$ cat config.mk
export PLATFORM = sky130hd
export DESIGN_NAME = lsu_exec_unit
export DESIGN_NICKNAME = d
export VERILOG_FILES = /design/src/rtl/lsu_exec_unit.sv
export SDC_FILE = /design/constraint.sdc
export NUM_CORES = 1
export LEC_CHECK = 0
export CORE_ASPECT_RATIO = 1.1
export CORE_MARGIN = 3
export CORE_UTILIZATION = 40
export DETAILED_ROUTE_END_ITERATION = 7
export PLACE_DENSITY = 0.75
export SYNTH_ARGS = -nofsm -noshare
export SYNTH_HDL_FRONTEND = slang
export SYNTH_SLANG_ARGS = --single-unit
$ cat constraint.sdc
create_clock -name clk -period 4.61 [get_ports clk]
set_input_delay 0.922 -clock clk [delete_from_list [all_inputs] [get_ports clk]]
set_output_delay 0.922 -clock clk [all_outputs]
set_load 0.005 [all_outputs]
$ cat src/rtl/lsu_exec_unit.sv
// Load/store execution unit: takes one AGU op at a time, runs the data-memory
// req/ack access, formats store lanes / load extension, publishes loads on CDB.
// Latency: store 2 cycles accept->idle, load result on CDB from cycle 3 (same-cycle ack/grant).
module lsu_exec_unit #(
  parameter int XLEN      = 32,
  parameter int TAG_WIDTH = 6
) (
  input  logic                 clk,
  input  logic                 rst,
  input  logic                 issue_valid,
  input  logic [XLEN-1:0]      ex_address,
  input  logic [XLEN-1:0]      ex_data,
  input  logic [TAG_WIDTH-1:0] rd_tag,
  input  logic                 rd_tag_valid,
  input  logic [2:0]           funct3,
  input  logic                 agu_ls,
  output logic                 ex_done,
  output logic                 mem_req,
  output logic                 mem_we,
  output logic [XLEN-1:0]      mem_addr,
  output logic [XLEN-1:0]      mem_wdata,
  output logic [3:0]           mem_be,
  input  logic [XLEN-1:0]      mem_rdata,
  input  logic                 mem_ack,
  output logic                 cdb_req,
  input  logic                 cdb_grant,
  output logic                 cdb_valid,
  output logic [TAG_WIDTH-1:0] cdb_tag,
  output logic [XLEN-1:0]      cdb_data,
  output logic                 ls_fault
);

  typedef enum logic [1:0] {IDLE, MEM, CDB} state_t;

  state_t               state_q, state_d;
  logic [XLEN-1:0]      addr_q, addr_d;
  logic [XLEN-1:0]      data_q, data_d;
  logic [TAG_WIDTH-1:0] tag_q, tag_d;
  logic                 tagv_q, tagv_d;
  logic [2:0]           f3_q, f3_d;
  logic                 ls_q, ls_d;
  logic                 fault_q, fault_d;
  logic [XLEN-1:0]      cdb_data_q, cdb_data_d;

  logic                 acc_fault;
  logic [XLEN-1:0]      st_wdata;
  logic [3:0]           st_be;
  logic [XLEN-1:0]      ld_shift;
  logic [XLEN-1:0]      ld_val;

  // Decode misalignment / illegal width of the op currently offered at the queue head.
  always_comb begin
    acc_fault = 1'b0;
    if (funct3 == 3'b011 || funct3 == 3'b110 || funct3 == 3'b111) acc_fault = 1'b1;
    if (agu_ls && funct3[2]) acc_fault = 1'b1;
    if (funct3[1:0] == 2'b01 && ex_address[0]) acc_fault = 1'b1;
    if (funct3 == 3'b010 && ex_address[1:0] != 2'b00) acc_fault = 1'b1;
  end

  // Store lane replication and byte enables from the latched op; loads read the whole word.
  always_comb begin
    st_wdata = data_q;
    st_be    = 4'b1111;
    if (ls_q) begin
      case (f3_q[1:0])
        2'b00: begin
          st_wdata = {4{data_q[7:0]}};
          st_be    = 4'b0001 << addr_q[1:0];
        end
        2'b01: begin
          st_wdata = {2{data_q[15:0]}};
          st_be    = 4'b0011 << addr_q[1:0];
        end
        default: begin
          st_wdata = data_q;
          st_be    = 4'b1111;
        end
      endcase
    end
  end

  // Shift the addressed byte/half down to bit 0 and extend per funct3.
  always_comb begin
    ld_shift = mem_rdata >> {addr_q[1:0], 3'b000};
    ld_val   = '0;
    case (f3_q)
      3'b000:  ld_val = {{(XLEN-8){ld_shift[7]}}, ld_shift[7:0]};
      3'b100:  ld_val = {{(XLEN-8){1'b0}}, ld_shift[7:0]};
      3'b001:  ld_val = {{(XLEN-16){ld_shift[15]}}, ld_shift[15:0]};
      3'b101:  ld_val = {{(XLEN-16){1'b0}}, ld_shift[15:0]};
      3'b010:  ld_val = mem_rdata;
      default: ld_val = '0;
    endcase
  end

  // State and latched-op registers; reset discards any in-flight op.
  always_ff @(posedge clk or posedge rst) begin
    if (rst) begin
      state_q    <= IDLE;
      addr_q     <= '0;
      data_q     <= '0;
      tag_q      <= '0;
      tagv_q     <= 1'b0;
      f3_q       <= 3'b000;
      ls_q       <= 1'b0;
      fault_q    <= 1'b0;
      cdb_data_q <= '0;
    end else begin
      state_q    <= state_d;
      addr_q     <= addr_d;
      data_q     <= data_d;
      tag_q      <= tag_d;
      tagv_q     <= tagv_d;
      f3_q       <= f3_d;
      ls_q       <= ls_d;
      fault_q    <= fault_d;
      cdb_data_q <= cdb_data_d;
    end
  end

  // Next-state logic and handshake outputs.
  always_comb begin
    state_d    = state_q;
    addr_d     = addr_q;
    data_d     = data_q;
    tag_d      = tag_q;
    tagv_d     = tagv_q;
    f3_d       = f3_q;
    ls_d       = ls_q;
    fault_d    = 1'b0;
    cdb_data_d = cdb_data_q;
    ex_done    = 1'b0;
    mem_req    = 1'b0;
    mem_we     = 1'b0;
    mem_addr   = '0;
    mem_wdata  = '0;
    mem_be     = 4'b0000;
    cdb_req    = 1'b0;
    cdb_valid  = 1'b0;

    case (state_q)
      IDLE: begin
        // Reset gates the accept pulse so the queue never dequeues into a discarded op.
        ex_done = issue_valid & ~rst;
        if (issue_valid) begin
          addr_d  = ex_address;
          data_d  = ex_data;
          tag_d   = rd_tag;
          tagv_d  = rd_tag_valid;
          f3_d    = funct3;
          ls_d    = agu_ls;
          fault_d = acc_fault;
          if (!acc_fault) begin
            state_d = MEM;
          end else if (!agu_ls && rd_tag_valid) begin
            // Faulting load still retires its tag so dependents are not left waiting.
            cdb_data_d = '0;
            state_d    = CDB;
          end
        end
      end
      MEM: begin
        mem_req   = 1'b1;
        mem_we    = ls_q;
        mem_addr  = {addr_q[XLEN-1:2], 2'b00};
        mem_wdata = st_wdata;
        mem_be    = st_be;
        if (mem_ack) begin
          if (!ls_q && tagv_q) begin
            cdb_data_d = ld_val;
            state_d    = CDB;
          end else begin
            state_d = IDLE;
          end
        end
      end
      CDB: begin
        cdb_req   = 1'b1;
        cdb_valid = cdb_grant;
        if (cdb_grant) state_d = IDLE;
      end
      default: state_d = IDLE;
    endcase
  end

  assign cdb_tag  = tag_q;
  assign cdb_data = cdb_data_q;
  assign ls_fault = fault_q;

endmodule
==> metrics <==
die area 0.0155 mm²; global-route wire length before repair 26,400 µm; total global-route track usage 21.7%; Worst VDD drop 0.000247 V; type of element launching the critical path register; # Post-CTS Setup Buffers 0; worst relative slew slack 20.8%; area occupied by multi-input gates 0.00267 mm²; sequential area share after synthesis 48.9%; Worst Hold Margin 0.498 ns; power share of the sequential group 36.7%; proportion of layout cells with a drive suffix above 1 15.9%; number of global-route vias before repair 5,027; clock root buffer sky130_fd_sc_hd__clkbuf_16; Wirelength per Cell 19.1 µm; type of destination of the critical path output port; number of port buffers 221; Post-layout nets 816; Placed Instance Area 0.00795 mm²; TritonCTS Sinks 110; number of routed nets with antenna violations 0; antenna violations before repair 1; unrepaired setup endpoints after global routing no; number of enable-type register cells in the synthesized netlist 0; met2 track demand over resource 38.0%; setup_tns 0 ns; PwrDens 579 mW/mm²; clock slew at reported path FFs 0.07 ns; clock latency at the later pin of the worst-skew pair 0.35 ns; maximum count of clock buffers along a single path 2; met3 Track Usage GR 6.72%; placement row count 44; share of the cycle needed by the critical path after routing 81.8%; largest clock skew in the final design 0.00889 ns; max frequency 0.265 GHz; Via Count 4,757; average instance area after synthesis 11.1 µm²; dominant cell by count in the synthesized netlist sky130_fd_sc_hd__dfrtp_1; number of distinct standard cells referenced by the synthesized netlist 40; cts hold-fix bufs 0; Post-DP HPWL 12,600 µm; pins over their slew limit 0; switching fraction of total power 34.2%; min-delay worst type register to register; maxcap violations 0; clock tree from TritonCTS yes; iteration-0 DRC count of the detailed router 325; total net switching power 1640 µW; synth warn 0; horizontal extent of the die 119 µm; most used flip-flop cell after synthesis sky130_fd_sc_hd__dfrtp_1; Initial Util 41.8%; antenna cell count 0; layout overhead on the synthesized area 46.8%; core area 0.0135 mm²; largest net degree at the start of global routing 77; final hold viol count 0; cell count after synthesis 507; largest area contributor in the synthesized netlist sky130_fd_sc_hd__dfrtp_1; total instance count after detailed placement 877; required arrival time at the worst endpoint 3.69 ns; final critical path time including I/O delays and setup 3.77 ns; final cell area excluding filler cells 0.00827 mm²; transition time of the tightest slew-check pin 1.18 ns; top-level I/O count 224; #FFs+latches synth 110; level count of the clock H-tree 3; Tot Pwr 4790 µW; number of design rule violations left after detail routing 0; sequential cell area 0.00275 mm²; number of setup violations in the final report 0; outcome finished, final reports clean; internal portion of total power 3150 µW; DR vias/cell 5.33; Total Wirelength 17,100 µm; highest-utilization routing layer at the global route stage met2; cells taking the most area after synthesis sky130_fd_sc_hd__dfrtp_1 (49%), sky130_fd_sc_hd__mux2_2 (16%), sky130_fd_sc_hd__a22o_1 (6.1%); PostCTS Resize Cnt 0; proportion of power drawn by the clock network 17.4%; netlist area before placement 0.00563 mm²; RePlAce Congestion 0.909; total overflow reported by the global router 0; leakage power total 0.00339 µW; combinational cell fraction of total power 45.9%; fraction of post-synthesis cell area in the top cell type by area 48.9%; Post-synth top cells sky130_fd_sc_hd__dfrtp_1 (110), sky130_fd_sc_hd__mux2_2 (81), sky130_fd_sc_hd__nand2_1 (42); clock buffer count from CTS 9; async set-reset flop share out of synthesis 100%; Filler cells 1,140; crit path DAT 2.85 ns; maximum fanout along the worst path 42; count of TritonRoute iterations in the first routing pass 4; category of the critical setup timing path register to output port; y dimension of the die 130 µm; global-route met1 utilization 25.6%; non-filler cells, final 893
flip-flops by register name, indices dropped and copies added, names as in the netlist:
name	count
tagv_q	1
cdb_data	32
cdb_tag	6
ls_fault	1
ls_q	1
f3_q	3
data_q	32
addr_q	32
state_q	2
critical path, stage by stage (launching register included):
cell	delay [ns]
sky130_fd_sc_hd__dfrtp_1	0.47
sky130_fd_sc_hd__nand2b_1	0.18
sky130_fd_sc_hd__buf_4	0.23
sky130_fd_sc_hd__inv_1	0.80
sky130_fd_sc_hd__and2_1	0.26
sky130_fd_sc_hd__clkdlybuf4s50_1	0.55
power groups by stage:
stage / Clock (µW) / Sequential (µW) / Combinational, µW
final: 831 / 1760 / 2200
after global routing: 889 / 1820 / 2390
after CTS: 856 / 1760 / 2220
after detailed placement: 0 / 1770 / 2200
after global placement: 0 / 1740 / 2140
after floorplan: 0 / 1620 / 1360
placed cells by master (no fill, tap or decap), types with 3 or more instances in the layout:
master	synthesis	routed
sky130_fd_sc_hd__a22oi_1	8	8
sky130_fd_sc_hd__buf_4	2	9
sky130_fd_sc_hd__a211oi_1	9	9
sky130_fd_sc_hd__nand2b_1	7	6
sky130_fd_sc_hd__mux2i_1	11	11
sky130_fd_sc_hd__o2bb2ai_1	8	8
sky130_fd_sc_hd__dfrtp_1	110	110
sky130_fd_sc_hd__a22o_1	39	39
sky130_fd_sc_hd__o21bai_1	3	3
sky130_fd_sc_hd__nor2_1	16	16
sky130_fd_sc_hd__nor2b_1	9	8
sky130_fd_sc_hd__inv_1	5	4
sky130_fd_sc_hd__clkbuf_16	0	9
sky130_fd_sc_hd__a221o_1	8	8
sky130_fd_sc_hd__and2_1	40	40
sky130_fd_sc_hd__mux2_2	81	81
sky130_fd_sc_hd__nand2_1	42	42
sky130_fd_sc_hd__clkdlybuf4s50_1	0	221
sky130_fd_sc_hd__o21ai_0	26	26
sky130_fd_sc_hd__a21oi_1	23	23
per-layer routing:
layer  share of wire, %  wire length (µm)
met3                7.9              1360
met2                 51              8750
met4                1.7               282
met1                 39              6690
met5              0.053                 9
cell families (layout without fill, tap and decap cells):
group,after synthesis,after routing,share of synthesized area (%)
flops,110,110,48.9
other cells,1,2,0.0666
compound gates,132,132,17.5
buf+inv,50,251,4.09
mux,93,93,18.5
simple gates,121,121,11.0
path summary, 6_finish.rpt:
| path | slack (ns) | start | cells past startpoint | to |
|---|---|---|---|---|
| max in group asynchronous | 2.59 | rst | 3 | addr_q[7] |
| worst max register to register | 1.51 | state_q[1] | 5 | cdb_data[6] |
| worst min register to register | 0.50 | addr_q[20] | 1 | addr_q[20] |
| worst min-delay path | 0.50 | addr_q[20] | 1 | addr_q[20] |
| min in group asynchronous | 1.16 | rst | 2 | addr_q[23] |
| worst max-delay path | 0.84 | state_q[1] | 5 | mem_addr[9] |
per-stage QoR:
| stage | utilization (%) | worst slack (ns) |
|---|---|---|
| finish | 61.3 | 0.839 |
| global placement | 59.0 | 1.28 |
| global route | 61.3 | 0.689 |
| CTS | 61.3 | 0.821 |
| detailed placement | 59.0 | 1.17 |
| floorplan | - | 0.786 |
layout make-up:
type,count,area share (%)
timing repair buffer,230,27.6
multi-input combinational,348,32.3
sequential,110,33.3
inverter,5,0.257
clock buffer,12,2.98
tap,184,2.78
clock inverter,4,0.847
(Power assumes the default switching activity.)
